**src/rtl/insmem_loader.sv**
```systemverilog
// Instruction-memory loader: packs a UART byte stream big-endian into 32-bit words and writes them from address 0.
// Latency: a word is written (mem_we) in the cycle after its 4th byte is sampled; done/error follow one edge after the last write.
// Backpressure: none; rx_valid is accepted on every LOAD cycle and busy stalls the core for the whole load.
//
// Ports:
//   clk, rst_n            clock (rising edge), asynchronous active-low reset
//   start                 1-cycle pulse, begins a load from IDLE, DONE or ERR
//   rx_data, rx_valid     received byte and its 1-cycle strobe
//   mem_we/addr/wdata     instruction memory write port, one pulse per word, byte address = word index << 2
//   busy, done, error     load in progress / ended cleanly / overflow or checksum failure
//   word_count            words written in the current or last load
//
// Optional feature: define LOADER_CHECKSUM_EN to require an XOR checksum byte after the terminator word.
module insmem_loader #(
    parameter int          ADDR_WIDTH = 8,
    parameter logic [31:0] END_WORD   = 32'hFFFF_FFFF
) (
    input  logic                  clk,
    input  logic                  rst_n,
    input  logic                  start,
    input  logic [7:0]            rx_data,
    input  logic                  rx_valid,
    output logic                  mem_we,
    output logic [31:0]           mem_addr,
    output logic [31:0]           mem_wdata,
    output logic                  busy,
    output logic                  done,
    output logic                  error,
    output logic [ADDR_WIDTH:0]   word_count
);

    typedef enum logic [2:0] {
        S_IDLE,
        S_LOAD,
`ifdef LOADER_CHECKSUM_EN
        S_CHK,
`endif
        S_DONE,
        S_ERR
    } state_t;

    // Index of the last word slot; a non-terminator written here is an overflow.
    localparam logic [ADDR_WIDTH:0] LAST_IDX = {1'b0, {ADDR_WIDTH{1'b1}}};

    state_t      state;
    state_t      state_nxt;
    logic [1:0]  byte_cnt;
    logic [23:0] shreg;
    logic        start_load;
    logic        wr_term;
    logic        wr_last;
    logic        accept;
`ifdef LOADER_CHECKSUM_EN
    logic [7:0]  csum;
`endif

    assign start_load = start && ((state == S_IDLE) || (state == S_DONE) || (state == S_ERR));

    // The write cycle of the final word (terminator or last slot) closes the load;
    // any byte arriving in that cycle is not part of the image.
    assign wr_term = mem_we && (mem_wdata == END_WORD);
    assign wr_last = wr_term || (mem_we && (word_count == LAST_IDX));
    assign accept  = (state == S_LOAD) && rx_valid && !wr_last;

    always_ff @(posedge clk or negedge rst_n) begin
        if (!rst_n) begin
            state <= S_IDLE;
        end else begin
            state <= state_nxt;
        end
    end

    always_comb begin
        state_nxt = state;
        case (state)
            S_IDLE, S_DONE, S_ERR: begin
                if (start) begin
                    state_nxt = S_LOAD;
                end
            end
            S_LOAD: begin
                if (wr_term) begin
`ifdef LOADER_CHECKSUM_EN
                    // A checksum byte sent back-to-back with the terminator lands
                    // in the write cycle; judge it here so it is not lost.
                    if (rx_valid) begin
                        state_nxt = (rx_data == csum) ? S_DONE : S_ERR;
                    end else begin
                        state_nxt = S_CHK;
                    end
`else
                    state_nxt = S_DONE;
`endif
                end else if (wr_last) begin
                    state_nxt = S_ERR;
                end
            end
`ifdef LOADER_CHECKSUM_EN
            S_CHK: begin
                if (rx_valid) begin
                    state_nxt = (rx_data == csum) ? S_DONE : S_ERR;
                end
            end
`endif
            default: state_nxt = S_IDLE;
        endcase
    end

    always_ff @(posedge clk or negedge rst_n) begin
        if (!rst_n) begin
            byte_cnt   <= 2'd0;
            shreg      <= 24'd0;
            mem_we     <= 1'b0;
            mem_addr   <= 32'd0;
            mem_wdata  <= 32'd0;
            word_count <= '0;
`ifdef LOADER_CHECKSUM_EN
            csum       <= 8'd0;
`endif
        end else begin
            mem_we <= 1'b0;
            if (start_load) begin
                byte_cnt   <= 2'd0;
                word_count <= '0;
`ifdef LOADER_CHECKSUM_EN
                csum       <= 8'd0;
`endif
            end
            // word_count doubles as the write index; it advances once the write
            // cycle is over. The load ends at the last slot, so it never wraps.
            if (mem_we) begin
                word_count <= word_count + 1'b1;
            end
            if (accept) begin
                shreg    <= {shreg[15:0], rx_data};
                byte_cnt <= byte_cnt + 2'd1;
`ifdef LOADER_CHECKSUM_EN
                csum     <= csum ^ rx_data;
`endif
                if (byte_cnt == 2'd3) begin
                    mem_we    <= 1'b1;
                    mem_wdata <= {shreg, rx_data};
                    mem_addr  <= {{(30-ADDR_WIDTH){1'b0}}, word_count[ADDR_WIDTH-1:0], 2'b00};
                end
            end
        end
    end

`ifdef LOADER_CHECKSUM_EN
    assign busy = (state == S_LOAD) || (state == S_CHK);
`else
    assign busy = (state == S_LOAD);
`endif
    assign done  = (state == S_DONE);
    assign error = (state == S_ERR);

endmodule

```
**config.mk**
```make
export PLATFORM = sky130hd
export DESIGN_NAME = insmem_loader
export DESIGN_NICKNAME = d
export VERILOG_FILES = /design/src/rtl/insmem_loader.sv
export SDC_FILE = /design/constraint.sdc
export NUM_CORES = 1
export LEC_CHECK = 0
export ABC_AREA = 1
export CORE_ASPECT_RATIO = 1.4
export CORE_MARGIN = 5
export CORE_UTILIZATION = 45
export CTS_CLUSTER_DIAMETER = 60
export DETAILED_ROUTE_END_ITERATION = 6
export PLACE_DENSITY_LB_ADDON = 0.3
export SYNTH_ARGS = -nofsm -noshare
export SYNTH_HDL_FRONTEND = slang
export SYNTH_SLANG_ARGS = --single-unit
export TNS_END_PERCENT = 5
```
**constraint.sdc**
```tcl
create_clock -name clk -period 2.9 [get_ports clk]
set_input_delay 0.435 -clock clk [delete_from_list [all_inputs] [get_ports clk]]
set_output_delay 0.435 -clock clk [all_outputs]
set_load 0.1 [all_outputs]
```
Word level (Yosys, flattened, before mapping)
Index checks and enable logic that the tools add are counted.
{"block": "totals", "wordCells": 42, "register_bits": 79}
{"block": "classes", "add_sub_neg": 2, "reduce_logical": 15, "n_mux": 10, "eq_ne": 8}
{"cell": "32-bit equality test (second input constant)", "count": 1}
{"cell": "9-bit two-way mux", "count": 2}
{"cell": "9-bit by 1-bit adder with 9-bit output (second input constant)", "count": 1}
{"cell": "9-bit by 8-bit equality test with 1-bit output (second input constant)", "count": 1}
{"cell": "3-bit two-way mux", "count": 3}
{"cell": "3-bit by 2-bit equality test with 1-bit output (second input constant)", "count": 2}
{"cell": "3-bit one-hot mux with 2 select lines", "count": 1}
{"cell": "1-bit logical AND", "count": 5}
{"cell": "2-bit two-way mux", "count": 2}
{"cell": "2-bit AND reduction", "count": 2}
{"cell": "2-bit nonzero test", "count": 2}
{"cell": "3-bit by 1-bit equality test with 1-bit output (second input constant)", "count": 1}
{"cell": "3-bit zero test", "count": 1}
{"cell": "1-bit logical OR", "count": 3}
{"cell": "3-bit by 1-bit inequality test with 1-bit output (second input constant)", "count": 1}
{"cell": "3-bit OR reduction", "count": 1}
{"cell": "2-bit by 1-bit adder with 2-bit output (second input constant)", "count": 1}
{"cell": "2-bit equality test (second input constant)", "count": 1}
{"cell": "1-bit two-way mux", "count": 2}
{"cell": "2-bit inequality test (second input constant)", "count": 1}
{"cell": "1-bit zero test", "count": 1}

Logic depth before layout (Yosys ltp)
Gate-level depths: netlist of run 1.
{"block": "logic_depth", "word_depth": 6, "mapped_depth": 12}

Worst setup path after synthesis of run 1
Ideal clock, no wire load.
{"block": "synth_timing", "path_type": "register to register", "startpoint": "reg word_count[0]", "endpoint": "reg mem_addr[7]", "path_buffers": 1, "stages_incl_launch_ff": 13, "setup_slack_ns": 0.362, "t_arrival_ns": 2.416, "synth_period_minus_slack_ns": 2.538, "setup_ns": 0.123, "path_cell_list": "dfrtp_1 -> ha_1 -> nand2_1 -> nor2_1 -> nand3_1 -> nor3_1 -> ha_1 -> nand2_1 -> nand3_4 -> nor2_4 -> buf_6 -> nand2_1 -> nand2_1"}
{"block": "synth_between", "elab_chain_len": 6}
{"item": "start: declaration", "line_no": "29", "source": "output logic [ADDR_WIDTH:0] word_count"}
{"item": "start signal: assignment", "line_no": "132", "source": "word_count <= word_count + 1'b1;"}
{"item": "9-bit by 8-bit equality test with 1-bit output", "line_no": "62", "source": "assign wr_last = wr_term || (mem_we && (word_count == LAST_IDX));"}
{"item": "1-bit logical AND", "line_no": "62"}
{"item": "1-bit logical OR", "line_no": "62"}
{"item": "1-bit zero test", "line_no": "63", "source": "assign accept = (state == S_LOAD) && rx_valid && !wr_last;"}
{"item": "1-bit logical AND", "line_no": "63"}
{"item": "2-bit AND reduction (no source line)"}
{"item": "end signal: assignment", "line_no": "143", "source": "mem_addr <= {{(30-ADDR_WIDTH){1'b0}}, word_count[ADDR_WIDTH-1:0], 2'b00};"}
{"item": "end: declaration", "line_no": "24", "source": "output logic [31:0] mem_addr,"}
No other way between the ends.
A chain may end at the register's enable or synchronous reset.

Worst setup path after layout of run 1
{"block": "layout_timing", "startpoint": "reg word_count[0]", "endpoint": "reg mem_wdata[28]"}
{"block": "layout_between", "elab_chain_len": 6}
{"item": "9-bit by 8-bit equality test with 1-bit output", "line_no": "62"}
{"item": "1-bit logical AND", "line_no": "62"}
{"item": "1-bit logical OR", "line_no": "62"}
{"item": "1-bit zero test", "line_no": "63"}
{"item": "1-bit logical AND", "line_no": "63"}
{"item": "2-bit AND reduction (no source line)"}
{"item": "end signal: assignment", "line_no": "142", "source": "mem_wdata <= {shreg, rx_data};"}
{"item": "end: declaration", "line_no": "25", "source": "output logic [31:0] mem_wdata,"}
No other way between the ends.

==> qor.yml, run 1 <==
holdBufCountCts: 0
synthFlopType: "dfrtp_1"
drt-wirelength-per-cell_um: 12.49
cts_max_path_buffers: 2
grt_max_degree: 79
dp_hpwl_um: 5179
cts_sinks: 78
multiInputGateArea_um2: 1197
io_buffers: 64
ys_warn_count: 0
cts_buffers: 9
route.detailed.drc: 0
async_flop_share_pct: 100.0
core-area_um2: 7702
synth_top_area_cell: "dfrtp_1"
clockRootBuffer: "clkbuf_8"
ff2ff_path_depth: 11
crit_arrival_ns: 2.59
cp.required_ns: 3.19
tns_ns: 0
cts_tree: "yes"
path_max_fanout: 33
antenna_found_initial: 0
path_class: "register to register"
drt_iter0_drc: 152
die_h_um: 114.8
grtUsageTotal_pct: 15.80
stdcell_count: 583
pin_count: 89
status: "completed"
startpoint_type: "register"
vias: 2673
r2r_setup_slack_ns: 0.59
worstMarginPinSlew_ns: 0.9529
synth_cell_types: 24
synth_edf_count: 0
grt-ovfl-total: 0
regArea_um2: 1952
ys_seq_area_share_pct: 55.34
drive_above_1_share_pct: 15.73
nFillCells: 725
avgSynthCellArea_um2: 8.479
first_global_vias: 2605
firstDrtPassIters: 4
placedCellCount: 568
routed_wl_um: 7282
die_width_um: 84.83
cts_setup_buffers: 0
slew_headroom_pct: 36.47
synth_most_common_cell: "nand2_1"
setup_violations: 0
synth_commonest_cells: "nand2_1, dfrtp_1, inv_1, o21ai_0, buf_4"
cts_resized: 0
synth_area_um2: 3527
skew_ns: 0.008764
area_growth_pct: 18.84
finalHoldViolations: 0
finalCritPeriodShare_pct: 79.63
slew_violations: 0
max_freq_mhz: 433.1
diodes: 0
period_minus_slack_ns: 2.309
yosys-top-cells-area: "dfrtp_1, nand2_1, buf_4"
cts.reportedPaths.clkPinSlew_ns: 0.07
rows: 38
nets: 494
hp-class: "input port to async pin"
place_congestion: 0.7543
yosysTopAreaCellShare_pct: 55.34
drtAntennaViolNets: 0
grt_first_pass_wirelength_um: 12150
initial_utilization_pct: 45.79
rsz0062_at_grt: "no"
clock_latency_ns: 0.35
maxCapViolCount: 0
die_area_um2: 9734
routed_via_density: 4.585
end_kind: "register"
h-tree-depth: 3
synth_cells: 416
ys_ff_latch: 78
## layout by cell type, fill, tap and decap left out, drive strengths merged
cell type,n
clkdlybuf4s50,10
clkinvlp,1
nand3,7
clkinv,1
conb,24
ha,3
mux2i,1
nor3,3
inv,45
clkbuf,12
nor2,21
a31oi,1
bufinv,1
buf,57
nand4,4
dfrtp,78
xor2,1
o21ai,34
o22ai,2
a21oi,2
nand2,173
and3b,1
a22o,1
## area by class of cell
class,count,share of cell area (%)
flip-flops and latches,78,46.57
multi-input cells,278,28.57
repair buffers,67,12.90
inverters,45,4.030
clock buffers,12,3.940
well taps,100,2.985
clock inverters,3,1.015
## metal layers
metal	wire (µm)	share of wire (%)	track usage, %	vias to the layer above
met2	3506	48	25.56	74
li1	-	-	-	1348
met1	3167	43	19.79	1240
met4	175	2.4	7.286	0
met5	0	0	0	-
met3	432	5.9	4.301	11
## worst max-delay path, cell delays in order, from the launching register on
cell     delay [ns]
dfrtp_1        0.45
ha_1           0.21
nand2_1        0.07
nor2_1         0.13
nand3_1        0.09
nor3_1         0.16
ha_1           0.17
nand2_1        0.15
nand4_2        0.25
buf_4          0.37
nand2_1        0.10
nand2_1        0.09
## kinds of logic after synthesis
kind of cell | share of synthesized area, %
AND/OR/NAND/NOR | 23.91
flip-flops | 55.34
other | 0.1063
adder cells (fa/ha/maj) | 1.064
XOR/XNOR | 0.2484
multiplexers | 0.2838
AO/OA/AOI/OAI | 5.889
buffers and inverters | 13.16
## final timing paths
kind / startpoint / end
worst max-delay path: word_count[0] / mem_wdata[28]
worst min-delay path: rst_n / word_count[5]
worst max register to register: word_count[0] / mem_wdata[28]
worst min register to register: shreg[18] / mem_wdata[26]
max in group asynchronous: rst_n / mem_wdata[24]
min in group clk: shreg[18] / mem_wdata[26]
## through the flow
step	setup WS [ns]	hold WS [ns]	instance area, µm²	util, %
after floorplan	0.3615	0.1394	3613	-
after global placement	0.6376	0.4542	3984	51.72
after detailed placement	0.6123	0.4561	3984	51.72
after CTS	0.5619	0.2671	4192	54.42
after global routing	0.3249	0.3403	4192	54.42
final	0.5908	0.2270	4192	54.42
## registers in the layout, indices dropped and copies added, names as in the netlist
signal / count
byte_cnt: 2
mem_addr: 8
mem_wdata: 32
mem_we: 1
shreg: 24
state: 2
word_count: 9
Power of run 1 is left out: the tool's default activity adds up to more than one toggle a clock period on the data nets, which glitch-free logic cannot reach.
==> run 2: changes to the inputs <==
Clock period 2.9 ns to 2.3 ns, I/O delays scaled along.
==> qor.yml, run 2 (same netlist as run 1, synthesis figures left out) <==
status: "completed"
place_congestion: 0.7698
nets: 500
startpoint_type: "register"
die_width_um: 84.83
cts_tree: "yes"
diodes: 0
path_max_fanout: 21
min_path_cells: 2
h-tree-depth: 3
place_area_um2: 4019
reg2reg_from: "word_count[0]"
layout_common_cells: "nand2_1, dfrtp_1, buf_4"
grt_first_pass_wirelength_um: 13080
r2r-end: "mem_wdata[19]"
area_growth_pct: 20.79
clockRootBuffer: "clkbuf_8"
route.detailed.drc: 0
vias: 2699
grt_max_degree: 53
worstMarginPinSlew_ns: 0.5688
end_kind: "register"
routed_wl_um: 7708
grtUsageTotal_pct: 17.01
dp_hpwl_um: 5368
cts_max_path_buffers: 2
cp.required_ns: 2.59
largest_reg_flops: 32
drtAntennaViolNets: 0
drt-wirelength-per-cell_um: 13.06
crit_arrival_ns: 2.36
maxCapViolCount: 0
wl_met2_um: 3846
first_global_vias: 2712
io_buffers: 64
core-area_um2: 7702
post-place-ws_ns: -0.09253
final.setup.worst_slack_ns: 0.2238
period_minus_slack_ns: 2.076
hp-start: "shreg[20]"
wl_met3_um: 484
die_h_um: 114.8
top_regs: "mem_wdata (32), shreg (24), word_count (9)"
r2r_setup_slack_ns: 0.22
slew_violations: 0
firstDrtPassIters: 4
path_class: "register to register"
initial_utilization_pct: 45.79
dr.max_layer_used: "met4"
pin_count: 89
stdcell_count: 590
rsz0062_at_grt: "no"
cts_setup_buffers: 0
regMostFlops: "mem_wdata"
slew_headroom_pct: 62.08
whs_endpoint: "mem_wdata[28]"
placedCellCount: 572
skew_ns: 0.008089
cts_sinks: 78
cts.reportedPaths.clkPinSlew_ns: 0.08
layout.cells.most_common: "nand2_1"
drt_iter0_drc: 212
antenna_found_initial: 0
rows: 38
final_util_pct: 55.31
setup_violations: 0
max_freq_mhz: 481.6
ff2ff_path_depth: 11
grt-ovfl-total: 0
postLayoutCellArea_um2: 4260
cts_buffers: 9
drive_above_1_share_pct: 17.55
die_area_um2: 9734
routed_via_density: 4.575
finalHoldViolations: 0
hp-class: "register to register"
finalCritPeriodShare_pct: 90.27
clock_latency_ns: 0.35
wl_met1_um: 3246
## run 2: changes by cell type in the layout (fill, tap and decap cells not counted), moves of 3 or more
cell and change:
dfrtp_2 +4, dfrtp_1 -4, buf_4 +3, clkbuf_8 -3
## run 2: layout make-up
| cell class | instances | area (µm²) |
|---|---|---|
| multi-input combinational | 279 | 1211 |
| timing repair buffer | 72 | 584.3 |
| inverter | 45 | 168.9 |
| clock buffer | 10 | 127.6 |
| tap | 100 | 125.1 |
| fill | 734 | 3442 |
| sequential | 78 | 1957 |
| clock inverter | 6 | 86.33 |
## run 2: worst max-delay path, stage by stage, from the launching register on
cell     delay (ns)
dfrtp_2        0.45
ha_1           0.22
nand2_1        0.09
nor2_1         0.06
nand3_1        0.07
nor3_1         0.05
ha_1           0.18
nand2_2        0.12
nand3_4        0.12
nor2_4         0.44
nand2_1        0.13
nand2_1        0.08
## run 2: worst max-delay path by stage
| stage | startpoint | end |
|---|---|---|
| 2_1_floorplan | word_count[0] | mem_addr[7] |
| 3_3_place_gp | word_count[0] | mem_addr[9] |
| 3_5_place_dp | word_count[0] | mem_wdata[16] |
| 4_1_cts | word_count[0] | shreg[7] |
| 5_1_grt | word_count[0] | mem_wdata[10] |
| 6_report | word_count[0] | mem_wdata[19] |
## run 2: what timing repair did
item | CTS | global route
endpoints found under the hold margin | 42 | 0
cloned | 1 | 0
hold buffers | 1 | 0
resized for setup | 1 | 2
pin swaps | 1 | 1
endpoints found under the setup margin | 40 | 41
## run 2: metrics by stage
stage                     setup TNS, ns  hold slack [ns]
after floorplan                       0          0.04941
after global placement                0           0.3738
after detailed placement         -1.484           0.3793
after CTS                             0           0.4746
after global routing                  0           0.5095
final                                 0           0.4761
## run 2: layer usage
layer  GRT usage [%]  up-vias
met4           6.019        0
met1           20.07     1257
met2           29.59       72
met5               0        -
met3           4.946       11
li1                -     1359
Power of run 2 is left out for the same reason.
